[src/rtl/seq_alu_core.sv]
`default_nettype none
// ============================================================================
// Module   : seq_alu_core
// Purpose  : Registered ALU with the legacy 16-entry ctrl/cin function table,
//            extended ops (ROL, ROR, ASR) and an iterative N-cycle unsigned
//            shift-add multiplier. Single-cycle ops complete on the accepting
//            edge; MUL holds busy for N cycles and then pulses done.
// Ports    : clk      - rising-edge clock
//            rst      - asynchronous active-high reset
//            i_start  - operation request, accepted when o_busy=0
//            i_a/i_b  - operands, captured on accept
//            i_cin    - carry in / variant select, captured on accept
//            i_ctrl   - operation select, captured on accept
//            o_f      - result (low half of the product for MUL)
//            o_f_hi   - high half of the product for MUL, else 0
//            o_cout   - adder carry out (ctrl=0000 only)
//            o_v      - signed overflow (ctrl=0000 only)
//            o_z/o_n  - zero / sign flags of the result
//            o_busy   - multiply in progress
//            o_done   - one-cycle pulse: results valid for the completed op
// Revision : 1.0 - initial release
// ============================================================================
module seq_alu_core #(
   parameter int N = 8,
   parameter int M = 3
) (
   input  logic         clk,
   input  logic         rst,
   input  logic         i_start,
   input  logic [N-1:0] i_a,
   input  logic [N-1:0] i_b,
   input  logic         i_cin,
   input  logic [3:0]   i_ctrl,
   output logic [N-1:0] o_f,
   output logic [N-1:0] o_f_hi,
   output logic         o_cout,
   output logic         o_v,
   output logic         o_z,
   output logic         o_n,
   output logic         o_busy,
   output logic         o_done
);

   typedef enum logic [0:0] {
      S_IDLE = 1'b0,
      S_MUL  = 1'b1
   } state_t;

   // Counter value on the final shift-add step (N = 2**M, so N-1 fits in M bits)
   localparam logic [M-1:0] c_LAST = M'(N - 1);

   state_t           r_state;
   logic [M-1:0]     r_cnt;
   logic [2*N-1:0]   r_mcand;
   logic [N-1:0]     r_mplier;
   logic [2*N-1:0]   r_acc;
   logic [N-1:0]     r_f;
   logic [N-1:0]     r_f_hi;
   logic             r_cout;
   logic             r_v;
   logic             r_z;
   logic             r_n;
   logic             r_busy;
   logic             r_done;

   logic [N-1:0]     w_bb;
   logic [N:0]       w_sum;
   logic             w_c_msb;
   logic [M-1:0]     w_amt;
   logic [2*N-1:0]   w_dbl;
   logic [N-1:0]     w_rol;
   logic [N-1:0]     w_ror;
   logic [N-1:0]     w_asr;
   logic [N-1:0]     w_res;
   logic             w_cout;
   logic             w_v;
   logic             w_is_mul;
   logic [2*N-1:0]   w_acc_next;

   // ------------------------------------------------------------------------
   // Single-cycle datapath, evaluated directly from the inputs so the result
   // can be registered on the accepting edge.
   // ------------------------------------------------------------------------
   always_comb begin
      w_bb    = i_cin ? ~i_b : i_b;
      w_sum   = {1'b0, i_a} + {1'b0, w_bb} + {{N{1'b0}}, i_cin};
      // Carry into the MSB recovered from the sum bit: s = a ^ b ^ c
      w_c_msb = w_sum[N-1] ^ i_a[N-1] ^ w_bb[N-1];
      w_amt   = i_b[M-1:0];
      w_dbl   = {i_a, i_a};
      // Rotates via a doubled operand; a shift of N (amount 0) yields i_a
      w_rol   = N'(w_dbl >> (N - int'(w_amt)));
      w_ror   = N'(w_dbl >> w_amt);
      w_asr   = N'($signed(i_a) >>> w_amt);
      w_is_mul = (i_ctrl == 4'b1000) && !i_cin;

      w_res  = '0;
      w_cout = 1'b0;
      w_v    = 1'b0;
      if (!i_ctrl[3]) begin
         case (i_ctrl[2:0])
            3'b000: begin
               w_res  = w_sum[N-1:0];
               w_cout = w_sum[N];
               w_v    = w_c_msb ^ w_sum[N];
            end
            3'b001, 3'b101: w_res = i_a | w_bb;
            3'b010, 3'b110: w_res = i_a & w_bb;
            3'b011:         w_res = i_cin ? ~i_b : ~i_a;
            3'b100:         w_res = i_cin ? (i_a >> w_amt) : (i_a << w_amt);
            3'b111:         w_res = i_cin ? i_b : i_a;
            default:        w_res = '0;
         endcase
      end else begin
         case ({i_ctrl[2:0], i_cin})
            4'b000_1: w_res = w_rol;
            4'b001_0: w_res = w_ror;
            4'b001_1: w_res = w_asr;
            default:  w_res = '0;
         endcase
      end
   end

   // One shift-add step: add the shifted multiplicand when the current
   // multiplier LSB is set.
   always_comb begin
      w_acc_next = r_acc + (r_mplier[0] ? r_mcand : '0);
   end

   // ------------------------------------------------------------------------
   // Control FSM with registered results and flags
   // ------------------------------------------------------------------------
   always_ff @(posedge clk or posedge rst) begin
      if (rst) begin
         r_state  <= S_IDLE;
         r_cnt    <= '0;
         r_mcand  <= '0;
         r_mplier <= '0;
         r_acc    <= '0;
         r_f      <= '0;
         r_f_hi   <= '0;
         r_cout   <= 1'b0;
         r_v      <= 1'b0;
         r_z      <= 1'b0;
         r_n      <= 1'b0;
         r_busy   <= 1'b0;
         r_done   <= 1'b0;
      end else begin
         r_done <= 1'b0;
         case (r_state)
            S_IDLE: begin
               if (i_start) begin
                  if (w_is_mul) begin
                     r_mcand  <= {{N{1'b0}}, i_a};
                     r_mplier <= i_b;
                     r_acc    <= '0;
                     r_cnt    <= '0;
                     r_busy   <= 1'b1;
                     r_state  <= S_MUL;
                  end else begin
                     r_f    <= w_res;
                     r_f_hi <= '0;
                     r_cout <= w_cout;
                     r_v    <= w_v;
                     r_z    <= (w_res == '0);
                     r_n    <= w_res[N-1];
                     r_done <= 1'b1;
                  end
               end
            end
            S_MUL: begin
               // i_start is not looked at here: requests while busy are dropped
               r_acc    <= w_acc_next;
               r_mcand  <= r_mcand << 1;
               r_mplier <= r_mplier >> 1;
               r_cnt    <= r_cnt + 1'b1;
               if (r_cnt == c_LAST) begin
                  r_f     <= w_acc_next[N-1:0];
                  r_f_hi  <= w_acc_next[2*N-1:N];
                  r_cout  <= 1'b0;
                  r_v     <= 1'b0;
                  r_z     <= (w_acc_next == '0);
                  r_n     <= w_acc_next[2*N-1];
                  r_busy  <= 1'b0;
                  r_done  <= 1'b1;
                  r_cnt   <= '0;
                  r_state <= S_IDLE;
               end
            end
            default: r_state <= S_IDLE;
         endcase
      end
   end

   assign o_f    = r_f;
   assign o_f_hi = r_f_hi;
   assign o_cout = r_cout;
   assign o_v    = r_v;
   assign o_z    = r_z;
   assign o_n    = r_n;
   assign o_busy = r_busy;
   assign o_done = r_done;

endmodule
`default_nettype wire

[config.mk]
export PLATFORM = sky130hd
export DESIGN_NAME = seq_alu_core
export DESIGN_NICKNAME = d
export VERILOG_FILES = /design/src/rtl/seq_alu_core.sv
export SDC_FILE = /design/constraint.sdc
export NUM_CORES = 1
export LEC_CHECK = 0
export BUFFER_PORTS_ARGS = -buffer_cell sky130_fd_sc_hd__buf_4
export CORE_MARGIN = 2
export CORE_UTILIZATION = 50
export CTS_CLUSTER_DIAMETER = 50
export DETAILED_ROUTE_END_ITERATION = 10
export PLACE_DENSITY = 0.79
export SLEW_MARGIN = 20
export SYNTH_ARGS = -nofsm -noshare
export SYNTH_HDL_FRONTEND = slang
export SYNTH_SLANG_ARGS = --single-unit
export TNS_END_PERCENT = 1
[constraint.sdc]
create_clock -name clk -period 4.8 [get_ports clk]
set_input_delay 0.96 -clock clk [delete_from_list [all_inputs] [get_ports clk]]
set_output_delay 0.96 -clock clk [all_outputs]
set_load 0.03 [all_outputs]
==> out/qor.yml <==
synthesis:
  async_flop_share_pct: 100
  synth_cells: 674
  ys.flop_type: "dfrtp_1"
  synth_edf_count: 0
  synth_seq_cells: 66
  syn-num-nets: 734
  ys_warn_count: 0
  ys_seq_area_share_pct: 28.4
  synth_cell_types: 81
  netlist_area_um2: 5810
  synth_area_per_cell_um2: 8.62
setup_path:
  crit_type: "in -> reg"
  cp_data_required_time_ns: 4.99
  crit_family: "compound AO/OA/AOI/OAI gates"
  crit_chain: "buf_4, xor2_1, inv_1, ha_1, a21o_1, a31o_2, a2111oi_0, o21ai_0, o311a_1, a21oi_1, or2_1, o221ai_1"
  max_stage_delay_ns: 0.68
  cp-end-kind: "flip-flop"
  cp.arrival_ns: 4.14
  worstPathMaxFanout: 41
  crit_path_start_kind: "input port"
  path_buf_inv: 2
  cp_slowest_cell: "a2111oi_0"
timing:
  tightestPinTransition_ns: 0.876
  setup_viol: 0
  rsz0062_at_grt: "no"
  setup-tns-final_ns: 0
  hold_slack_ns: 0.485
  period_minus_slack_ns: 3.95
  finClkSkew_ns: 0.00663
  report.final.slew_viol_count: 0
  fmax_mhz: 253
  layout_worst_path_cycle_share_pct: 82.3
  slew_headroom_pct: 40.8
  hold_violations: 0
grt:
  grt_usage_pct: 28.6
  antenna_found_initial: 0
  grt.overflow.total: 0
  grt_pass1_wl_um: 28600
  grt_pass1_vias: 5287
  grt_max_degree: 67
drt:
  drt_iter0_drc: 709
  route.detailed.drc: 0
  detail-route-antenna-nets: 0
  vias: 5472
  post_drt_wl_per_cell_um: 20.9
  viasPerCell: 6.57
  dr.pass1.iters: 6
  wirelength_um: 17400
place:
  dp_cells: 818
  hpwl_um: 12400
  place.port_buffers: 45
  place.gp.congestion: 0.997
layout:
  n_antenna_cell: 0
  fill_cells: 1016
  areaGrowthSynthToFinish_pct: 10.7
  fin_nets: 746
  register_area_um2: 1650
  instances_no_fill: 833
  multi_input_area_um2: 3790
  drive_gt1_share_pct: 14.6
floorplan:
  row_count: 39
  core_um2: 11400
  ios: 46
  initial_core_util_pct: 51.1
  die_x_um: 112
  die_h_um: 112
  dieArea_um2: 12500
power:
  clkPwrFrac_pct: 22.3
  power.internal_mw: 1.52
  peakVddDrop_mv: 0.336
  powerDensity_nw_per_um2: 413
  seqPwrFrac_pct: 32.7
  power.switching_mw: 1.14
  leakage_nw: 3.10
  combPwrFrac_pct: 44.9
  p_sw_share_pct: 42.8
cts:
  clk_latency_ns: 0.34
  cts_sinks: 66
  clkTransAtPathRegs_ns: 0.05
  cts_resized: 0
  tritoncts: "built"
  post_cts_buffers: 0
  root_buffer: "clkbuf_16"
  h-tree-depth: 3
  cts_buffer_depth: 2
  cts_buffers: 9
  cts_hold_buffers: 0
job:
  cap_violations: 0
hold_path:
  worstHoldPathType: "reg -> reg"
outcome:
  outcome: "finished clean"
==> Yosys cell counts (8+ instances only) <==
cell type	number	area, µm²
xor2_1	21	184
a21oi_1	32	160
nor2_1	26	97.6
o21ai_0	38	190
dfrtp_1	66	1650
mux2_2	8	90.1
inv_1	46	173
clkbuf_1	38	143
nand2_1	78	293
a211oi_1	8	60.1
a222oi_1	14	140
a22o_1	15	131
ha_1	34	425
nor3_1	18	90.1
and2_1	22	138
o211ai_1	9	67.6
mux2i_1	29	290
o22ai_1	10	62.6
xnor2_1	14	123
==> routing by layer <==
layer | track usage [%] | part of all wire [%]
met3 | 5.88 | 10
met1 | 40.3 | 43
met2 | 44.0 | 45
met4 | 9.14 | 1.8
met5 | 0 | 0
==> through the flow <==
step	utilization, %	setup slack (ns)	total power [mW]	cell area (µm²)
5_1_grt	56.6	0.530	2.81	6430
2_1_floorplan	-	0.458	1.68	5810
3_5_place_dp	54.3	0.641	2.04	6170
3_3_place_gp	54.3	0.666	2.01	6170
4_1_cts	56.6	0.959	2.64	6430
6_report	56.6	0.850	2.65	6430
==> cells in the final DEF, fill, tap and decap left out, drive strengths merged, types with 6 or more instances in the layout <==
cell type  count
inv           46
xnor2         14
o21ai         39
nand2         78
buf           50
nor3          18
ha            34
mux4           6
nand3          7
a22o          15
and2          23
a21o           8
a222oi        14
a31oi          7
o22ai         10
mux2i         30
a211oi         8
a21oi         32
clkbuf        10
o211ai        10
nor2          26
xor2          21
dfrtp         66
nand2b         7
mux2           8
==> power by group through the flow <==
stage               logic (mW)  registers [mW]  clock network [mW]
floorplan                0.731           0.954                   0
global placement          1.14           0.867                   0
detailed placement        1.17           0.872                   0
CTS                       1.18           0.865               0.597
global route              1.31           0.887               0.620
finish                    1.19           0.868               0.593
==> layout make-up <==
cell class | count | area share (%)
Multi-Input combinational cell | 512 | 58.9
Clock buffer | 10 | 3.56
Clock inverter | 5 | 0.506
Inverter | 47 | 2.74
Tap cell | 143 | 2.78
Sequential cell | 66 | 25.7
Timing Repair Buffer | 50 | 5.84
==> final timing paths <==
check	start	to	slack, ns	cells past startpoint
worst max-delay path	i_cin	o_n	0.85	12
worst min-delay path	o_f_hi[1]	o_f_hi[1]	0.49	2
worst max register to register	r_mplier[0]	o_z	1.00	11
worst min register to register	o_f_hi[1]	o_f_hi[1]	0.49	2
max in group asynchronous	rst	r_acc[2]	3.38	3
min in group asynchronous	rst	r_mcand[12]	0.87	3
==> sequential cells by signal, indices dropped and copies added (netlist names) <==
name,count
r_state,1
r_mplier,8
o_cout,1
o_v,1
o_busy,1
o_n,1
o_f_hi,8
o_z,1
r_acc,16
r_mcand,16
o_f,8
r_cnt,3
o_done,1
==> kinds of logic (layout without fill, tap and decap cells) <==
group                      count (synthesis)  in the layout  synth area share (%)
DFF                                       66             66                  28.4
AOI/OAI and AO/OA                        198            198                  25.1
muxes                                     44             44                  9.26
adders and majority gates                 36             36                  8.01
xor gates and xnor gates                  35             35                  5.28
and+or+nand+nor                          199            199                  17.4
buffers and inverters                     96            112                  6.46
==> tightest hold or removal path: cells and delay by family (launching register included) <==
kind | cells | cell delay, ns
simple gates | 1 | 0.05
flops | 1 | 0.34
compound gates | 1 | 0.06
Note: power is estimated with default switching activity, not from simulation.
